===== config.mk =====
export PLATFORM = sky130hd
export DESIGN_NAME = cpu7_wbpipe
export DESIGN_NICKNAME = d
export VERILOG_FILES = /design/src/rtl/cpu7_wbpipe.sv
export SDC_FILE = /design/constraint.sdc
export NUM_CORES = 1
export LEC_CHECK = 0
export CAP_MARGIN = 0
export CORE_ASPECT_RATIO = 0.6
export CORE_MARGIN = 1.5
export CORE_UTILIZATION = 35
export CTS_BUF_LIST = sky130_fd_sc_hd__clkbuf_2
export DETAILED_ROUTE_END_ITERATION = 12
export PLACE_DENSITY = 0.7
export SYNTH_ARGS = -nofsm -noshare
export SYNTH_HDL_FRONTEND = slang
export SYNTH_SLANG_ARGS = --single-unit

===== constraint.sdc =====
create_clock -name clk -period 5.4 [get_ports clk]
set_input_delay 0.54 -clock clk [delete_from_list [all_inputs] [get_ports clk]]
set_output_delay 0.54 -clock clk [all_outputs]
set_load 0.005 [all_outputs]

===== src/rtl/cpu7_wbpipe.sv =====
// Post-EX result pipeline (MEM..WB) with operand forwarding, load-use stall and drain handshake.
// Optional: define CPU7_WBPIPE_FWD_EN to enable forwarding; otherwise any in-flight hazard stalls.
module cpu7_wbpipe #(
    parameter int XLEN     = 32,
    parameter int RFIDX_W  = 5,
    parameter int DEPTH    = 3,
    parameter int LD_STAGE = 2
) (
    input  logic               clk,
    input  logic               reset,
    input  logic               ex_valid,
    input  logic               ex_regwrite,
    input  logic [RFIDX_W-1:0] ex_rd,
    input  logic [XLEN-1:0]    ex_data,
    input  logic               ex_late,
    input  logic [XLEN-1:0]    late_data,
    input  logic [RFIDX_W-1:0] rs1idx,
    input  logic [RFIDX_W-1:0] rs2idx,
    input  logic               rs1_used,
    input  logic               rs2_used,
    input  logic [XLEN-1:0]    rs1_rf,
    input  logic [XLEN-1:0]    rs2_rf,
    output logic [XLEN-1:0]    rs1_val,
    output logic [XLEN-1:0]    rs2_val,
    output logic               stall,
    output logic               wb_en,
    output logic [RFIDX_W-1:0] wb_idx,
    output logic [XLEN-1:0]    wb_data,
    input  logic               empty_req,
    output logic               empty_ack
);

    typedef struct packed {
        logic               valid;
        logic               regwrite;
        logic [RFIDX_W-1:0] rd;
        logic [XLEN-1:0]    data;
        logic               late;
    } stage_t;

    stage_t            st  [1:DEPTH];
    stage_t            nxt [1:DEPTH];
    logic [XLEN-1:0]   eff [1:DEPTH];

    logic [RFIDX_W-1:0] s_idx [2];
    logic [XLEN-1:0]    s_rf  [2];
    logic [XLEN-1:0]    s_fwd [2];
    logic               s_any [2];
    logic               s_hz  [2];
    logic               any_valid;
    logic               stall_c;

    // Only the load-data stage substitutes late_data for a pending late result.
    always_comb begin
        for (int k = 1; k <= DEPTH; k++) begin
            eff[k] = (k == LD_STAGE && st[k].late) ? late_data : st[k].data;
        end
    end

    assign s_idx[0] = rs1idx;
    assign s_idx[1] = rs2idx;
    assign s_rf[0]  = rs1_rf;
    assign s_rf[1]  = rs2_rf;

    // Scan oldest to youngest so the youngest (lowest-index) match wins.
    always_comb begin
        for (int j = 0; j < 2; j++) begin
            s_fwd[j] = s_rf[j];
            s_any[j] = 1'b0;
            s_hz[j]  = 1'b0;
            for (int k = DEPTH; k >= 1; k--) begin
                if (st[k].valid && st[k].regwrite && st[k].rd == s_idx[j] && s_idx[j] != '0) begin
                    s_fwd[j] = eff[k];
                    s_any[j] = 1'b1;
                    s_hz[j]  = (k < LD_STAGE) && st[k].late;
                end
            end
        end
    end

`ifdef CPU7_WBPIPE_FWD_EN
    assign stall_c = (rs1_used && s_hz[0]) || (rs2_used && s_hz[1]);
    assign rs1_val = reset ? rs1_rf : s_fwd[0];
    assign rs2_val = reset ? rs2_rf : s_fwd[1];
`else
    assign stall_c = (rs1_used && s_any[0]) || (rs2_used && s_any[1]);
    assign rs1_val = rs1_rf;
    assign rs2_val = rs2_rf;
`endif

    assign stall = ~reset & stall_c;

    always_comb begin
        any_valid = 1'b0;
        for (int k = 1; k <= DEPTH; k++) begin
            any_valid = any_valid | st[k].valid;
        end
    end

    always_comb begin
        nxt[1] = '0;
        if (ex_valid && !stall) begin
            nxt[1] = '{valid: 1'b1, regwrite: ex_regwrite, rd: ex_rd, data: ex_data, late: ex_late};
        end
        for (int k = 2; k <= DEPTH; k++) begin
            nxt[k] = st[k-1];
            // Leaving the load stage, the late result is folded into data.
            if (k - 1 == LD_STAGE) begin
                nxt[k].data = eff[k-1];
                nxt[k].late = 1'b0;
            end
        end
    end

    always_ff @(posedge clk or posedge reset) begin
        if (reset) begin
            for (int k = 1; k <= DEPTH; k++) begin
                st[k] <= '0;
            end
            empty_ack <= 1'b0;
        end else begin
            for (int k = 1; k <= DEPTH; k++) begin
                st[k] <= nxt[k];
            end
            empty_ack <= empty_req & ~any_valid;
        end
    end

    assign wb_en   = ~reset & st[DEPTH].valid & st[DEPTH].regwrite & (st[DEPTH].rd != '0);
    assign wb_idx  = reset ? '0 : st[DEPTH].rd;
    assign wb_data = reset ? '0 : eff[DEPTH];

endmodule


# --- Yosys cells after proc, flatten, opt, wreduce, memory -nomap -nowiden ---
# Cells that the tools add are included.
# Widths: inputs -> output; s select.
totals:
  regBits: 120
  latch_bits: 0
  ramBits: 0
  romBits: 0
  output_inout_bits: 104
  word_cells: 63
  memories: 0
op_classes:
  n_addsub: 0
  mul: 0
  div_mod_pow: 0
  magnitude_cmp: 0
  eq_ne: 6
  shift: 0
  mux: 10
  n_bitwise: 9
  n_reduce_logical: 23
ops:
  columns: ["op", "count"]
  rows:
  - ["$mux 32", 2]
  - ["$mux 40", 1]
  - ["$eq 5x5->1", 6]
  - ["$logic_and 1x1->1", 18]
  - ["$reduce_bool 5->1", 3]
  - ["$mux 1", 6]
  - ["$and 1x1->1", 5]
  - ["$mux 5", 1]
  - ["$not 1->1", 2]
  - ["$or 1x1->1", 2]
  - ["$logic_not 1->1", 1]
  - ["$logic_or 1x1->1", 1]

# --- Logic depth before layout (Yosys ltp) ---
# Gate-level depths: netlist (run 1).
logic_depth:
  ltp_word: 12
  mapped_depth: 6
  ltp_nobuf: 5

# --- Worst setup path after synthesis (run 1) ---
# Ideal clock, no wire load.
synth_path:
  path_kind: "input to output"
  start: "in reset"
  end: "out stall"
  arrival_ps: 4058
  required_ps: 4860
  slack_ps: 802
  cell_stages: 4
  path_cell_list: "inv_1 o311a_4 buf_6 a22o_1"
synth_via:
  elab_chain_len: 2
synth_rtl:
  columns: ["element", "line", "text"]
  rows:
  - ["start, declared", "10", "input logic reset,"]
  - ["$not 1->1", "91", "assign stall = ~reset & stall_c;"]
  - ["$and 1x1->1", "91", null]
  - ["end, declared", "25", "output logic stall,"]
# Every way passes these cells.

# --- Final worst setup path (run 1) ---
layout_path:
  start: "reg st (netlist bit nxt[75])"
  end: "out stall"
layout_via:
  elab_chain_len: 7
  word_cells_on_any_way: 12
  classes_between: "eq/ne: 2; mux: 2; bitwise: 1; reduce/logical: 7"
layout_rtl:
  columns: ["element", "line", "text"]
  rows:
  - ["start, declared", "41", "stage_t st [1:DEPTH];"]
  - ["start signal, assigned by index", "123", "st[k] <= nxt[k];"]
  - ["$eq 5x5->1", "72", "if (st[k].valid && st[k].regwrite && st[k].rd == s_idx[j] && s_idx[j] != '0) begin"]
  - ["$logic_and 1x1->1 (2 in a row)", "72", null]
  - ["$mux 1", "72", null]
  - ["$logic_and 1x1->1", "86", "assign stall_c = (rs1_used && s_any[0]) || (rs2_used && s_any[1]);"]
  - ["$logic_or 1x1->1 (*)", "86", null]
  - ["$and 1x1->1 (*)", "91", null]
# Every way passes the cells marked *; elsewhere a longest branch is shown, timed or not.

==> results.md, run 1 <==
- Vias per cell: 4.76
- Mean area per synthesized cell: 13.1 um2
- DRC viols: 0
- Flop pwr share: 55.8%
- Initial drt markers: 113
- Crit. End Element: output pin
- Net Sw Frac: 26.2%
- Combinational share of power: 13.7%
- Cell area after synthesis: 5440 um2
- Worst-case reg-to-reg path depth: 6
- Antenna violations before repair: 0
- Setup TNS: 0 ns
- Largest net degree at the start of global routing: 72
- DP HPWL: 8.01 mm
- Drt total wl: 11.7 mm
- Worst r2r dst: eff[80]$_DFF_PP0_
- Least-Margin Pin Slew: 0.851 ns
- CP cell instances: xor2_1 > nor4_1 > nand4_1 > nand3_2 > buf_4 > a22o_1 > clkdlybuf4s50_1
- Final ANT Viol Nets: 0
- Finished Layout Cells: 686
- Total of max-cap violations: 0
- Slack of the critical path: 1.69 ns
- YS warnings: 0
- Area Overhead vs Synth: 20.6%
- VDD IR max: 125 uV
- CP max-delay cell: buf_4
- Slew Limit Fails: 0
- Total number of vias: 3263
- Clock Power Share: 30.5%
- Post-CTS Setup Inserts: 0
- WHS Path Cells: 0
- Crit Reg-Reg Startpoint: st[36]$_DFF_PP0_
- Delay-heaviest family, CP: buffers and inverters
- Most common cell after layout, fill and taps aside: clkdlybuf4s50_1
- WP data required: 4.86 ns
- Critical path buffer and inverter count: 2
- IO Count: 255
- H-tree depth: 4
- Initial Utilization: 35.6%
- First-pass DRT Iterations: 4
- Critical path class: reg -> out
- Die height: 99.6 um
- Distinct cells, synth: 23
- Post-Route Skew: 0.0369 ns
- Final Net Count: 623
- CTS max path bufs: 2
- Min-delay src: eff[77]$_DFF_PP0_
- Status: completed
- Worst Hold End: st[54]$_DFF_PP0_
- Vias in the first global route: 3478
- CTS Sinks: 120
- DP Cell Count: 656
- First-pass GRT wire length: 18.7 mm
- Placer Congestion: 0.846
- Unrepaired setup endpoints after global routing: no
- # diodes: 0
- Final setup viols: 0
- Worst hold path class: reg -> reg
- Sequential share of the synthesized area: 55.2%
- Wire length per cell: 17.0 um
- Placeable Area: 15300 um2
- Post-placement setup slack: 1.69 ns
- FILL cells: 1428
- Count of final hold-check violations: 0
- Net Sw Power: 457 uW
- Total power draw: 1.74 mW
- Slew HR: 43.2%
- Internal power: 1.29 mW
- Pleak: 2.94 nW
- Crit path depth: 7
- Crit path max fanout: 41
- GR Util All Layers: 15.2%
- Mapped Cells: 414
- Die Area: 16300 um2
- Layout cells sized above 1: 23.2%
- TritonCTS clock tree: yes
- Post-CTS Resized: 0
- Power per cell area: 266 nW/um2
- Row count: 35
- Reg-to-reg slack, setup: 3.30 ns
- Final period util: 68.6%
- GR Overflow Total: 0
- Port buffer count: 126
- Nature of the critical path startpoint: flip-flop
- Syn_nets: 565
- #FFs+latches synth: 120
- Core Util, Final: 42.9%
- Die W: 164 um
- Num CTS Buffers: 17
- Worst EP arrival: 3.17 ns
- Peak per-stage delay on the critical path: 0.53 ns
- Most frequent cells in the layout: clkdlybuf4s50_1 (125), dfrtp_1 (120), a221oi_2 (39), nand2_1 (39), nor2b_1 (37)
- Fmax achieved: 270 MHz
- Post-CTS Hold Fix Bufs: 0
- Min Tclk post-route: 3.71 ns
- Worst skew pair latency: 0.62 ns
- Clock root buffer: clkbuf_2
- Clock-pin slew on the worst setup and hold paths: 0.18 ns
-- cell families after synthesis --
| family | Yosys count | share of synthesized area [%] |
|---|---|---|
| AND/OR/NAND/NOR | 94 | 9.04 |
| multiplexers | 32 | 6.62 |
| flip-flops | 120 | 55.2 |
| buffers and inverters | 94 | 12.2 |
| AO/OA/AOI/OAI | 44 | 12.1 |
| XOR/XNOR | 30 | 4.83 |
-- area by class of cell --
type                            instances  area (um2)  area share [%]
Sequential cell                       120        3000            45.8
Multi-Input combinational cell        200        1780            27.2
Timing Repair Buffer                  131        1290            19.7
Tap cell                              203         254            3.87
Clock inverter                         13         133            2.02
Clock buffer                           17        85.1            1.30
Inverter                                2        10.0           0.153
-- through the flow --
step	hold slack (ns)	cell area [um2]
4_1_cts	0.315	6560
3_5_place_dp	0.335	6340
6_report	0.355	6560
3_3_place_gp	0.333	6340
5_1_grt	0.328	6560
2_1_floorplan	0.331	5440
-- synthesized netlist by cell type --
cell type,instances,area (um2)
buf_6,8,90.1
nand3_1,2,10.0
buf_2,7,35.0
o311a_4,2,42.5
nor4b_1,1,8.76
a221oi_2,39,586
dfrtp_1,120,3000
buf_4,65,488
xor2_1,24,210
clkbuf_1,9,33.8
xnor2_1,6,52.6
nor2b_1,37,231
a221oi_1,1,8.76
or3_1,2,12.5
mux2_2,32,360
inv_1,2,7.51
nor4_1,6,37.5
buf_1,3,11.3
nand2_1,39,146
o2111a_1,1,11.3
a22o_1,1,8.76
or4_1,1,7.51
nand4_1,6,37.5
-- worst reg2reg max path: cells and delay by family, from the launching register on --
kind,cells,cell delay [ns]
AO/OA/AOI/OAI,1,0.19
XOR/XNOR,1,0.20
buffers and inverters,1,0.54
flip-flops,1,0.50
AND/OR/NAND/NOR,3,0.51
-- worst max path at each step --
stage	start	slack, ns	end
after floorplan	reset	0.80	stall
after global placement	reset	1.72	stall
after detailed placement	reset	1.69	stall
after CTS	nxt[75]$_DFF_PP0_	1.63	stall
after global routing	st[36]$_DFF_PP0_	1.44	stall
final	nxt[75]$_DFF_PP0_	1.69	stall
-- state kept, by name, summed over array words and instances, names as in the netlist --
| register | flops |
|---|---|
| eff | 64 |
| empty_ack | 1 |
| nxt | 15 |
| st | 40 |
-- layer usage --
layer	routed length (um)	GRT usage, %	vias up
met2	4910	21.6	141
met3	919	6.26	20
met5	0	0	-
met1	5680	20.9	1614
met4	168	5.03	0
li1	-	-	1488
-- power by group through the flow --
stage,Sequential [mW],Combinational [mW],Clock (mW)
3_3_place_gp,0.991,0.236,0
6_report,0.974,0.238,0.533
5_1_grt,0.981,0.261,0.598
4_1_cts,0.975,0.242,0.559
2_1_floorplan,0.982,0.163,0
3_5_place_dp,0.992,0.242,0
No activity file was read; power rests on OpenSTA's default activity.
==> inputs of run 2 (changes only) <==
==> constraint.sdc (replaced) <==
create_clock -name clk -period 3.5 [get_ports clk]
set_input_delay 0.35 -clock clk [delete_from_list [all_inputs] [get_ports clk]]
set_output_delay 0.35 -clock clk [all_outputs]
set_load 0.005 [all_outputs]
==> run 2 against run 1 <==
  * Non-clock buffer count rose by 4
  * Power up 65%
  * Sequential cell count unchanged
  * Global-route usage rose by 0.52 points
  * Core utilization up 0.62 points
  * Clock skew up 0.015 ns
  * Register-to-register slack got worse by 2.1 ns
  * Routed wire length rose by 4.8%
  * Count of clock-buffer cells in the layout unchanged
  * Cell area is 1.4% higher
  * Combinational power is 55% higher
  * Critical path type unchanged
  * Largest cell class unchanged
==> results.md, run 2 (same netlist as run 1, synthesis figures left out) <==
- Status: completed
- DRC viols: 0 (unchanged)
- CTS Sinks: 120 (unchanged)
- IO Count: 255 (unchanged)
- Initial Utilization: 35.6% (unchanged)
- Largest net degree at the start of global routing: 69 (-4.2%)
- Post-CTS Resized: 0 (unchanged)
- Global routing usage on met1: 19.9% (-0.99 points)
- Clock-pin slew on the worst setup and hold paths: 0.22 ns (+0.04 ns)
- FILL cells: 1397 (-2.2%)
- Pleak: 2.98 nW (+1.4%)
- Total number of vias: 3343 (+2.5%)
- Design area: 6660 um2 (+1.4%)
- Final ANT Viol Nets: 0 (unchanged)
- Drt total wl: 12.2 mm (+4.8%)
- Row count: 35 (unchanged)
- Nature of the critical path startpoint: flip-flop
- DP HPWL: 8.13 mm (+1.5%)
- Least-Margin Pin Slew: 0.827 ns (-0.0238 ns)
- Min Tclk post-route: 3.02 ns
- GR Util All Layers: 15.8% (+0.52 points)
- Worst hold path class: in -> async
- Final Net Count: 627 (+0.64%)
- Count of final hold-check violations: 0 (unchanged)
- Met2 Usage GRT: 23.5% (+1.8 points)
- CTS max path bufs: 2 (unchanged)
- Layout cells sized above 1: 23.8% (+0.58 points)
- Final setup viols: 0 (unchanged)
- Num CTS Buffers: 17 (unchanged)
- Worst EP arrival: 2.67 ns (-0.50 ns)
- Post-CTS Hold Fix Bufs: 1 (+1)
- Wire length per cell: 17.7 um (+4.0%)
- Vias per cell: 4.84 (+1.7%)
- Die W: 164 um (unchanged)
- TritonCTS clock tree: yes
- Multi-input logic area: 1780 um2 (unchanged)
- Port buffer count: 126 (unchanged)
- Slew HR: 44.8% (+1.6 points)
- Post-CTS Setup Inserts: 0 (unchanged)
- Most Used Layer, Global Route: met2
- Worst skew pair latency: 0.64 ns (+0.02 ns)
- Slew Limit Fails: 0 (unchanged)
- Placeable Area: 15300 um2 (unchanged)
- Unrepaired setup endpoints after global routing: no
- Clock root buffer: clkbuf_2
- Antenna violations before repair: 0 (unchanged)
- Total of max-cap violations: 0 (unchanged)
- Core Util, Final: 43.5% (+0.62 points)
- Die height: 99.6 um (unchanged)
- Largest register FFs: 64 (unchanged)
- Power per cell area: 433 nW/um2 (+63%)
- Area Overhead vs Synth: 22.3%
- Fmax achieved: 331 MHz
- First-pass DRT Iterations: 4 (unchanged)
- Post-Route Skew: 0.0516 ns (+0.0146 ns)
- Vias in the first global route: 3554 (+2.2%)
- GR Overflow Total: 0 (unchanged)
- # diodes: 0 (unchanged)
- Critical path class: reg -> out
- Most frequent cells in the layout: clkdlybuf4s50_1 (124), dfrtp_1 (120), a221oi_2 (39), nand2_1 (39), nor2b_1 (37)
- Final period util: 86.4%
- H-tree depth: 4 (unchanged)
- Storage cell area: 3000 um2 (unchanged)
- Initial drt markers: 203 (+80%)
- DP Area: 6360 um2 (+0.30%)
- VDD IR max: 164 uV (+31%)
- GRT met3 Usage: 7.55% (+1.3 points)
- Most common cell after layout, fill and taps aside: clkdlybuf4s50_1
- Placer Congestion: 0.955 (+13%)
- Crit path max fanout: 4 (-90%)
- WP data required: 3.15 ns (-1.71 ns)
- Die Area: 16300 um2 (unchanged)
- First-pass GRT wire length: 19.3 mm (+3.3%)
- Setup TNS: 0 ns (unchanged)
- Crit. End Element: output pin
-- run 2: changes by cell type in the layout (fill, tap and decap cells not counted), moves of 2 or more --
cell	delta
bufinv_16	+2
clkinv_2	-5
buf_4	+3
clkinv_4	+3
-- run 2: where the power goes --
part | internal, mW | leakage [nW] | total (mW) | switching [mW]
registers | 1.47 | 1.53 | 1.50 | 0.0377
clock network | 0.471 | 0.155 | 1.01 | 0.537
logic | 0.207 | 1.29 | 0.369 | 0.161
total | 2.15 | 2.98 | 2.88 | 0.736
-- run 2: worst paths after layout --
path / cells past startpoint / from / endpoint / slack, ns
min in group clk: 3 / ex_data[30] / eff[94]$_DFF_PP0_ / 0.22
min: 3 / reset / st[34]$_DFF_PP0_ / 0.22
max: 6 / st[33]$_DFF_PP0_ / stall / 0.48
min reg2reg: 0 / eff[70]$_DFF_PP0_ / st[47]$_DFF_PP0_ / 0.33
max in group asynchronous: 5 / reset / eff[72]$_DFF_PP0_ / 1.61
max reg2reg: 6 / st[33]$_DFF_PP0_ / nxt[40]$_DFF_PP0_ / 1.23
-- run 2: per-stage QoR --
step / std cells / worst slack, ns / hold WS, ns / total power [mW]
floorplan: 414 / 0.209 / 0.331 / 1.77
global placement: 659 / 0.826 / 0.293 / 1.89
detailed placement: 659 / 0.755 / 0.296 / 1.90
CTS: 691 / 0.405 / 0.126 / 2.93
global route: 691 / 0.167 / 0.116 / 3.04
finish: 691 / 0.477 / 0.218 / 2.88
-- run 2: area by class of cell --
type | instances | share of cell area [%]
clock inverter | 14 | 2.99
multi-input combinational | 200 | 26.8
inverter | 2 | 0.169
tap | 203 | 3.82
clock buffer | 17 | 1.28
sequential | 120 | 45.1
timing repair buffer | 135 | 19.9
-- run 2: worst max-delay path, stage by stage, from the launching register on --
cell,delay [ns]
dfrtp_1,0.50
xor2_1,0.20
nor4_1,0.36
nand4_1,0.17
nand3_2,0.11
a22o_1,0.16
clkdlybuf4s50_1,0.53
-- run 2: metal layers --
layer / routed length [um] / share of wire, %
met3: 1260 / 10
met2: 5440 / 44
met1: 5370 / 44
met5: 0 / 0
met4: 153 / 1.3
==> inputs of run 3 (changes only) <==
--- a/config.mk
+++ b/config.mk
@@ -8,10 +8,11 @@
 export CAP_MARGIN = 0
 export CORE_ASPECT_RATIO = 0.6
 export CORE_MARGIN = 1.5
-export CORE_UTILIZATION = 35
+export CORE_UTILIZATION = 43
 export CTS_BUF_LIST = sky130_fd_sc_hd__clkbuf_2
 export DETAILED_ROUTE_END_ITERATION = 12
-export PLACE_DENSITY = 0.7
+export MAX_ROUTING_LAYER = met4
+export PLACE_DENSITY_LB_ADDON = 0.15
 export SYNTH_ARGS = -nofsm -noshare
 export SYNTH_HDL_FRONTEND = slang
 export SYNTH_SLANG_ARGS = --single-unit
==> run 3 against run 2 <==
  * Register-to-register slack gained 0.05 ns
  * Cell area fell by 0.92%
  * Largest power group unchanged
  * Count of clock-buffer cells in the layout unchanged
  * Power fell by 2.6%
  * Die area is 18% lower
  * Highest routed layer unchanged
==> results.md, run 3 (same netlist as run 1, synthesis figures left out) <==
- Critical path buffer and inverter count: 1 (unchanged)
- TritonCTS clock tree: yes
- WHS Path Cells: 3
- Antenna violations before repair: 0 (unchanged)
- Clock root buffer: clkbuf_2
- Worst skew pair latency: 0.63 ns (about the same)
- Total power draw: 2.81 mW (-2.6%)
- DRC viols: 0 (unchanged)
- Met2 Usage GRT: 25.5% (+2.0 points)
- CTS max path bufs: 2 (unchanged)
- Nature of the critical path startpoint: flip-flop
- Crit. End Element: output pin
- GRT met3 Usage: 7.31% (-0.24 points)
- Total of max-cap violations: 0 (unchanged)
- GR Util All Layers: 19.0% (+3.3 points)
- Critical path class: reg -> out
- Post-CTS Setup Inserts: 0 (unchanged)
- Worst-case reg-to-reg path depth: 6 (unchanged)
- VDD IR max: 219 uV (+34%)
- Slack of the critical path: 0.539 ns (+0.0624 ns)
- Worst r2r dst: nxt[40]$_DFF_PP0_
- Wire length per cell: 18.0 um (+1.6%)
- Crit Reg-Reg Startpoint: st[36]$_DFF_PP0_
- Post-Route Skew: 0.0240 ns (-0.0275 ns)
- Final setup viols: 0 (unchanged)
- Delay-heaviest family, CP: simple AND/OR/NAND/NOR gates
- Global routing usage on met1: 25.9% (+6.0 points)
- Row count: 31 (-11%)
- Count of final hold-check violations: 0 (unchanged)
- Crit path from: st[36]$_DFF_PP0_
- DP Cell Count: 622 (-5.6%)
- Min-delay src: ex_rd[0]
- Worst hold path class: in -> reg
- Worst EP arrival: 2.61 ns (-0.06 ns)
- IO Count: 255 (unchanged)
- Num CTS Buffers: 17 (unchanged)
- CTS Sinks: 120 (unchanged)
- Setup TNS: 0 ns (unchanged)
- Die Area: 13400 um2 (-18%)
- Largest net degree at the start of global routing: 59 (-14%)
- Most frequent cells in the layout: clkdlybuf4s50_1 (124), dfrtp_1 (120), a221oi_2 (39), nand2_1 (39), nor2b_1 (37)
- Pleak: 2.96 nW (-0.58%)
- Hold WS: 0.232 ns (+0.0142 ns)
- Placer Congestion: 0.995 (+4.2%)
- Most common cell after layout, fill and taps aside: clkdlybuf4s50_1
- Initial Utilization: 44.7% (+9.1 points)
- WP data required: 3.15 ns (about the same)
- Reg-to-reg slack, setup: 1.28 ns (+0.05 ns)
- Drt total wl: 11.8 mm (-3.7%)
- # diodes: 0 (unchanged)
- Area Overhead vs Synth: 21.2%
- Vias in the first global route: 3403 (-4.2%)
- Finished Layout Cells: 655 (-5.2%)
- Die height: 90.1 um (-9.5%)
- CP cell instances: xor2_1 > nor4_1 > nand4_1 > nand3_2 > a22o_1 > clkdlybuf4s50_1
- Clock-pin slew on the worst setup and hold paths: 0.19 ns (-0.03 ns)
- Least-Margin Pin Slew: 0.777 ns (-0.0502 ns)
- Slew Limit Fails: 0 (unchanged)
- Vias per cell: 5.05 (+4.5%)
- Post-CTS Resized: 0 (unchanged)
- CP max-delay cell: clkdlybuf4s50_1
- Unrepaired setup endpoints after global routing: no
- Most Used Layer, Global Route: met1
- Power per cell area: 426 nW/um2 (-1.7%)
- Peak per-stage delay on the critical path: 0.52 ns (about the same)
- DP Area: 6320 um2 (-0.63%)
- Slew HR: 48.2% (+3.3 points)
- H-tree depth: 4 (unchanged)
- Die W: 148 um (-9.6%)
- DP HPWL: 7.61 mm (-6.4%)
- Final Net Count: 628 (+0.16%)
- Core Util, Final: 54.1% (+11 points)
- Port buffer count: 126 (unchanged)
- Total number of vias: 3311 (-0.96%)
- Post-placement setup slack: 0.743 ns (-0.0120 ns)
- Crit path max fanout: 4 (unchanged)
- Min Tclk post-route: 2.96 ns (-0.0624 ns)
- Status: completed
- Fmax achieved: 338 MHz (+2.1%)
- Final period util: 84.6% (-1.8 points)
- Final ANT Viol Nets: 0 (unchanged)
- First-pass DRT Iterations: 4 (unchanged)
- GR Overflow Total: 0 (unchanged)
- Layout cells sized above 1: 24.1% (+0.31 points)
- Largest register FFs: 64 (unchanged)
- Design area: 6590 um2 (-0.92%)
- Worst Hold End: nxt[73]$_DFF_PP0_
- Post-CTS Hold Fix Bufs: 1 (unchanged)
- Initial drt markers: 216 (+6.4%)
- Placeable Area: 12200 um2 (-20%)
- First-pass GRT wire length: 18.9 mm (-2.0%)
[run 3: report_power, final]
group / switching, mW / internal [mW]
clock: 0.537 / 0.397
sequential: 0.0372 / 1.47
combinational: 0.161 / 0.208
[run 3: worst max-delay path by stage]
stage | endpoint | slack, ns | cells past startpoint
after detailed placement | stall | 0.74 | 7
after global placement | stall | 0.85 | 7
after global routing | stall | 0.35 | 6
after CTS | stall | 0.47 | 6
after floorplan | stall | 0.21 | 4
final | stall | 0.54 | 6
[run 3: area by class of cell]
type / count / area (um2)
Sequential cell: 120 / 3000
Clock inverter: 15 / 178
Fill cell: 1061 / 5590
Multi-Input combinational cell: 200 / 1780
Inverter: 2 / 11.3
Clock buffer: 17 / 85.1
Tap cell: 165 / 206
Timing Repair Buffer: 136 / 1330
[run 3: worst min-delay path: cells and delay by family]
family,cells,cell delay [ns]
buf+inv,1,0.40
simple gates,1,0.07
compound gates,1,0.03
[run 3: routing by layer]
| layer | part of all wire (%) | routed length, um |
|---|---|---|
| met3 | 7.8 | 921 |
| met2 | 43 | 5070 |
| met1 | 48 | 5600 |
| met4 | 1.6 | 189 |
| met5 | 0 | 0 |
